===== config.mk =====
export PLATFORM = sky130hd
export DESIGN_NAME = spi_burst_ctrl
export DESIGN_NICKNAME = d
export VERILOG_FILES = /design/src/rtl/spi_burst_pkg.sv /design/src/rtl/spi_bit_deser.sv /design/src/rtl/spi_burst_ctrl.sv
export SDC_FILE = /design/constraint.sdc
export NUM_CORES = 1
export LEC_CHECK = 0
export ABC_AREA = 1
export CORE_MARGIN = 8
export CORE_UTILIZATION = 50
export CTS_CLUSTER_DIAMETER = 100
export DETAILED_ROUTE_END_ITERATION = 6
export PLACE_DENSITY = 0.77
export RECOVER_POWER = 25
export SYNTH_ARGS = -nofsm -noshare
export SYNTH_HDL_FRONTEND = slang
export SYNTH_HIERARCHICAL = 1
export SYNTH_SLANG_ARGS = --single-unit
export TNS_END_PERCENT = 10

===== constraint.sdc =====
create_clock -name spiclk -period 2.15 [get_ports spiclk]
set_input_delay 0.215 -clock spiclk [delete_from_list [all_inputs] [get_ports spiclk]]
set_output_delay 0.215 -clock spiclk [all_outputs]
set_load 0.005 [all_outputs]

===== src/rtl/spi_burst_pkg.sv =====
// Shared types and defaults for the SPI register-bus burst sequencer.
package spi_burst_pkg;
  localparam int SPI_ASZ  = 7;
  localparam int SPI_DSZ  = 32;
  localparam int HDR_BITS = SPI_ASZ + 1;

  typedef enum logic [1:0] {
    S_HDR  = 2'd0,
    S_DATA = 2'd1,
    S_DONE = 2'd2
  } spi_burst_state_t;
endpackage


===== src/rtl/spi_bit_deser.sv =====
// MSB-first data-word deserializer with in-word bit counter; o_word includes
// the bit being sampled so the parent can capture it on the word-end edge.
module spi_bit_deser
  import spi_burst_pkg::*;
#(
  parameter int DSZ = SPI_DSZ
) (
  input  logic           spiclk,
  input  logic           spi_reset,
  input  logic           i_en,
  input  logic           i_bit,
  output logic [DSZ-1:0] o_word,
  output logic           o_word_end
);
  localparam int CW = $clog2(DSZ);

  logic [CW-1:0]  r_cnt;
  logic [DSZ-2:0] r_sh;

  always_ff @(posedge spiclk or posedge spi_reset) begin
    if (spi_reset) begin
      r_cnt <= '0;
      r_sh  <= '0;
    end else if (i_en) begin
      r_sh  <= {r_sh[DSZ-3:0], i_bit};
      r_cnt <= o_word_end ? '0 : r_cnt + CW'(1);
    end
  end

  assign o_word     = {r_sh, i_bit};
  assign o_word_end = i_en && (r_cnt == CW'(DSZ - 1));
endmodule


===== src/rtl/spi_burst_ctrl.sv =====
// SPI burst sequencer: header parse, per-word read-prefetch/write strobes.
// Address auto-increment is enabled by defining SPI_BURST_AUTOINC_EN.
module spi_burst_ctrl
  import spi_burst_pkg::*;
#(
  parameter int ASZ       = SPI_ASZ,
  parameter int DSZ       = SPI_DSZ,
  parameter int MAX_WORDS = 16
) (
  input  logic           spiclk,
  input  logic           spi_reset,
  input  logic           spimosi,
  output logic           rd,
  output logic [ASZ-1:0] addr,
  output logic           re,
  output logic [ASZ-1:0] waddr,
  output logic [DSZ-1:0] wdat,
  output logic           we,
  output logic [7:0]     word_cnt,
  output logic           busy,
  output logic           ovf
);
  localparam int HCW = $clog2(ASZ + 1);

  spi_burst_state_t r_state, w_state_nxt;
  logic [HCW-1:0] r_hcnt;
  logic [ASZ-2:0] r_hsh;
  logic           r_rd, r_re, r_we, r_busy, r_ovf;
  logic [ASZ-1:0] r_addr, r_waddr;
  logic [DSZ-1:0] r_wdat;
  logic [7:0]     r_word_cnt;

  logic [DSZ-1:0] w_word;
  logic           w_word_end, w_hdr_end, w_word_done, w_last, w_more;
  logic [7:0]     w_cnt_nxt;

  spi_bit_deser #(.DSZ(DSZ)) u_deser (
    .spiclk     (spiclk),
    .spi_reset  (spi_reset),
    .i_en       (r_state == S_DATA),
    .i_bit      (spimosi),
    .o_word     (w_word),
    .o_word_end (w_word_end)
  );

  assign w_cnt_nxt = r_word_cnt + 8'd1;
  assign w_last    = (w_cnt_nxt == 8'(MAX_WORDS));
  assign w_more    = (w_cnt_nxt <  8'(MAX_WORDS));

  always_ff @(posedge spiclk or posedge spi_reset) begin
    if (spi_reset) r_state <= S_HDR;
    else           r_state <= w_state_nxt;
  end

  always_comb begin
    w_state_nxt = r_state;
    w_hdr_end   = 1'b0;
    w_word_done = 1'b0;
    case (r_state)
      S_HDR:  if (r_hcnt == HCW'(ASZ)) begin
                w_hdr_end   = 1'b1;
                w_state_nxt = S_DATA;
              end
      S_DATA: if (w_word_end) begin
                w_word_done = 1'b1;
                if (w_last) w_state_nxt = S_DONE;
              end
      default: ;
    endcase
  end

  always_ff @(posedge spiclk or posedge spi_reset) begin
    if (spi_reset) begin
      r_hcnt     <= '0;
      r_hsh      <= '0;
      r_rd       <= 1'b0;
      r_re       <= 1'b0;
      r_we       <= 1'b0;
      r_busy     <= 1'b0;
      r_ovf      <= 1'b0;
      r_addr     <= '0;
      r_waddr    <= '0;
      r_wdat     <= '0;
      r_word_cnt <= '0;
    end else begin
      r_re   <= 1'b0;
      r_we   <= 1'b0;
      r_busy <= 1'b1;
      if (r_state == S_HDR) begin
        r_hcnt <= r_hcnt + HCW'(1);
        if (r_hcnt == '0) r_rd  <= spimosi;
        else              r_hsh <= {r_hsh[ASZ-3:0], spimosi};
      end
      if (w_hdr_end) begin
        r_addr <= {r_hsh, spimosi};
        r_re   <= r_rd;
      end
      if (w_word_done) begin
        r_wdat     <= w_word;
        r_waddr    <= r_addr;
        r_we       <= ~r_rd;
        r_word_cnt <= w_cnt_nxt;
        // the final word's prefetch would read past the burst, so suppress it
        r_re       <= r_rd && w_more;
`ifdef SPI_BURST_AUTOINC_EN
        r_addr     <= r_addr + ASZ'(1);
`else
        r_addr     <= r_addr;
`endif
      end
      if (r_state == S_DONE) r_ovf <= 1'b1;
    end
  end

  assign rd       = r_rd;
  assign addr     = r_addr;
  assign re       = r_re;
  assign waddr    = r_waddr;
  assign wdat     = r_wdat;
  assign we       = r_we;
  assign word_cnt = r_word_cnt;
  assign busy     = r_busy;
  assign ovf      = r_ovf;
endmodule


==> results.txt <==
- Highest-count cells in the layout ignoring fill and taps: 262 x sky130_fd_sc_hd__nand2_1, 106 x sky130_fd_sc_hd__dfrtp_1, 61 x sky130_fd_sc_hd__clkdlybuf4s50_1, 27 x sky130_fd_sc_hd__inv_1, 22 x sky130_fd_sc_hd__o21ai_0
- Chip width: between 100 and 150 µm
- Mean routed wirelength per cell: about 13 µm
* Global-route total usage across every layer: 14.7%
- Routability-driven placement finished with a final weighted congestion of 0.791.
* Via count of the first global-routing pass: between 3000 and 4000
* Initial core utilization: 50.4%
* Critical Path End: word_cnt[2]$_DFFE_PP0P_
* Number of synthesized register bits: roughly 110
- Sequential cell area fraction in the yosys report: 61.6%
* Maximum level of the CTS H-tree: 3
* Worst-case reg-to-reg path depth: 11
- Across the run, the number of max-cap violations was 1.
- Buffers inserted during clock tree synthesis total 9.
- Entering global routing, the biggest net connects slightly above 70 pins.
- The region available for standard cell placement spans around 0.0086 mm².
- The critical path in this run is classified as reg -> reg.
- Iteration count of the initial detailed-routing pass: 4
* Post-route clock period utilization: 89.6%
- Unrepaired setup endpoints after global routing: false
- Final critical path time including I/O delays and setup: 1.93 ns
* Skew final: between 0.01 and 0.015 ns
* Via density per instance: roughly 4.8
- met2 is the most crowded layer.
* Synth Net Count: 495
* Slew HR: -5.18%
* Pwr Density: 691 mW/mm²
- Number of placed I/O pins: 62
- Area of the die: about 0.012 mm²
- The detailed router finished its first iteration with about 130 violations.
- Leaving out fill and tap cells, the most frequent cell in the layout is sky130_fd_sc_hd__nand2_1.
- Worst Max-Slew Pin Slew: about 1.6 ns
- Each instance of the synthesized netlist takes up on average approximately 9 µm².
- Across all register-to-register paths, the minimum setup slack is around 0.22 ns.
- Crit path cell chain: ha_1 > and3_1 > ha_1 > nand2_1 > inv_1 > inv_1 > nor2_4 > inv_2 > buf_12 > nand2_1 > o21ai_0
* Antenna violations before repair: 0
* Xor-xnor portion of the synthesized cell area: less than 1%
- Total via count in the routed design: between 3000 and 4000
* Element type at the critical path start: register
- TritonCTS built the clock tree.
- Synthesis handed over a netlist of between 400 and 500 instances.
* Post-synthesis share of cell area spent on full adders, half adders and majority gates: 2.03%
- Post-CTS timing repair inserted 0 buffers for setup.
- Largest family of logic cells by synthesized area: simple AND/OR/NAND/NOR gates
- Crit Reg-Reg Endpoint: word_cnt[2]$_DFFE_PP0P_
- Multiplexer cells account for 0.261% of the synthesized area.
- The total overflow left after global routing is 0.
* Element type at the critical path end: register
- Post-synthesis share of cell area spent on and, or, nand and nor gates: a little over a quarter
- In this run, post-CTS repair resized a total of 0 instances.
* Synthesis-to-finish area growth: 20.9%
- In this run, distinct cell masters in the synthesized netlist total 25.
- Once detail routing completed, the nets flagged for antenna violations numbered 0.
* Post-route DRC: 0
* Met3 track demand over resource in global routing: about 3.8%
- Leak: ~2.6 nW
- For this block, the routed nets add up to 8340 µm of wire.
- The largest individual stage delay along the critical path comes from the cell sky130_fd_sc_hd__dfrtp_1.
- HPWL reported at the end of detailed placement: ~5700 µm
- Critical path startpoint: u_deser/r_cnt[0]$_DFFE_PP0P_
- Post-synthesis instance area: between 0.004 and 0.005 mm²
* Status: complete, but fails checks
- The first global-routing pass estimated ~14000 µm of wire.
- GR Layer Usage met2: 24.0%
- Number of nets in the final layout: between 500 and 600
* IO buf count: 61
- The worst path meets setup with 0.224 ns of slack.
* Worst Path Max Fanout: 25
- Worst r2r src: u_deser/r_cnt[0]$_DFFE_PP0P_
- Hold buffers post-CTS: 0
* Chip height: around 110 µm
- The hold violation total from the final report is 0.
- The number of antenna diodes in the final layout is 0.
- The tree is rooted in a sky130_fd_sc_hd__clkbuf_8.
- The largest single stage delay on the critical path is about 0.4 ns.
- Setup TNS: 0 ns
- STA puts the critical path data arrival time at around 2.2 ns.
- The clock reaches the later pin of the worst-skew pair after about 0.36 ns.
* Setup-violating endpoint count in the final report: 0
- Row generation in the floorplan step produced 34 rows.
- Summing the areas of all compound-gate instances in the mapped netlist gives approximately 3.6% of the synthesized area.
* Worst voltage drop across the vdd grid: 356 µV
- Warnings, synthesis: 6
- The filler cells instantiated in the layout total ~720.
* Proportion of layout cells with a drive suffix above 1: 6.53%
- Clk slew on worst S/H paths: roughly 0.10 ns
- Clock sink count: about 110
- Derived from the worst setup path, the maximum achievable clock frequency is around 520 MHz.
- Violated checks: max-capacitance violations, max-slew violations
* Global Route met1 Usage: between 10% and 20%
- Tightest Hold Check Type: in -> async
- Post-place setup slack: 0.216 ns
- Worst path required time: approximately 2.4 ns
- Counting along the longest clock path gives a buffer depth of 2.
* Final Max Slew Viols: 71
cells in the mapped netlist (all sizes together):
library cell  count  area, µm²
nor2             13       71.3
inv              30        115
nand4             2       12.5
conb              1       3.75
and3              1       6.26
xor2              3       26.3
nand3             8       40.0
nand2           264        996
o21ai            27        139
o21a              1       7.51
o21bai            1       7.51
nor3              1       10.0
ha                7       87.6
mux2              1       11.3
buf              19        121
dfrtp           106       2650
worst min path at each step:
stage                     slack [ns]  cells after the start                            to
after floorplan                 0.33                      2   u_deser/r_sh[0]$_DFFE_PP0P_
after global placement          0.45                      2          waddr[5]$_DFFE_PP0P_
after detailed placement        0.46                      2           wdat[6]$_DFFE_PP0P_
after CTS                       0.27                      3          wdat[24]$_DFFE_PP0P_
after global routing            0.34                      3  u_deser/r_sh[25]$_DFFE_PP0P_
final                           0.28                      3  u_deser/r_sh[25]$_DFFE_PP0P_
kinds of logic (layout without fill, tap and decap cells):
| group | after synthesis | after routing |
|---|---|---|
| AOI/OAI and AO/OA | 29 | 29 |
| xor gates and xnor gates | 3 | 3 |
| adders and majority gates | 7 | 7 |
| buffers and inverters | 49 | 115 |
| DFF | 106 | 106 |
| muxes | 1 | 1 |
| other | 1 | 1 |
| and+or+nand+nor | 289 | 289 |
critical path: cells and delay by family, from the launching register on:
kind / cells / cell delay (ns)
compound gates: 1 / 0.08
buf+inv: 4 / 0.50
simple gates: 4 / 0.51
fa+ha+maj: 2 / 0.32
flops: 1 / 0.40
final cells by class:
class | count | area, µm² | area share, %
inverters | 30 | 115 | 2.21
repair buffers | 69 | 681 | 13.1
multi-input cells | 330 | 1420 | 27.2
flip-flops and latches | 106 | 2650 | 50.9
clock buffers | 9 | 124 | 2.38
well taps | 108 | 135 | 2.59
clock inverters | 7 | 83.8 | 1.61
through the flow:
step	instances	power, W	area (µm²)	util (%)	hold WS, ns
after floorplan	485	0.00225	4310	-	0.332
after global placement	643	0.00239	5020	58.7	0.455
final	659	0.00360	5210	60.9	0.281
after global routing	659	0.00377	5210	60.9	0.336
after CTS	659	0.00366	5230	61.1	0.275
after detailed placement	643	0.00240	5020	58.7	0.462
where the power goes:
group | total [W] | switching (W) | internal (W) | leakage [nW]
Sequential | 0.00213 | 0.0000555 | 0.00207 | 1.26
Clock | 0.00126 | 0.000694 | 0.000561 | 0.103
Combinational | 0.000217 | 0.000103 | 0.000114 | 1.28
flip-flops by register name, indices dropped and copies added, names as in the netlist:
name,count
busy,1
waddr,7
we,1
u_deser/r_cnt,5
ovf,1
addr,7
r_state,2
re,1
r_hsh,6
wdat,32
r_hcnt,3
rd,1
u_deser/r_sh,31
word_cnt,8
layer usage:
metal	vias to the layer above	share of wire, %
met3	9	6.5
met4	0	0.98
met1	1525	46
li1	1594	-
met5	-	0
met2	67	46
(Power assumes the default switching activity.)
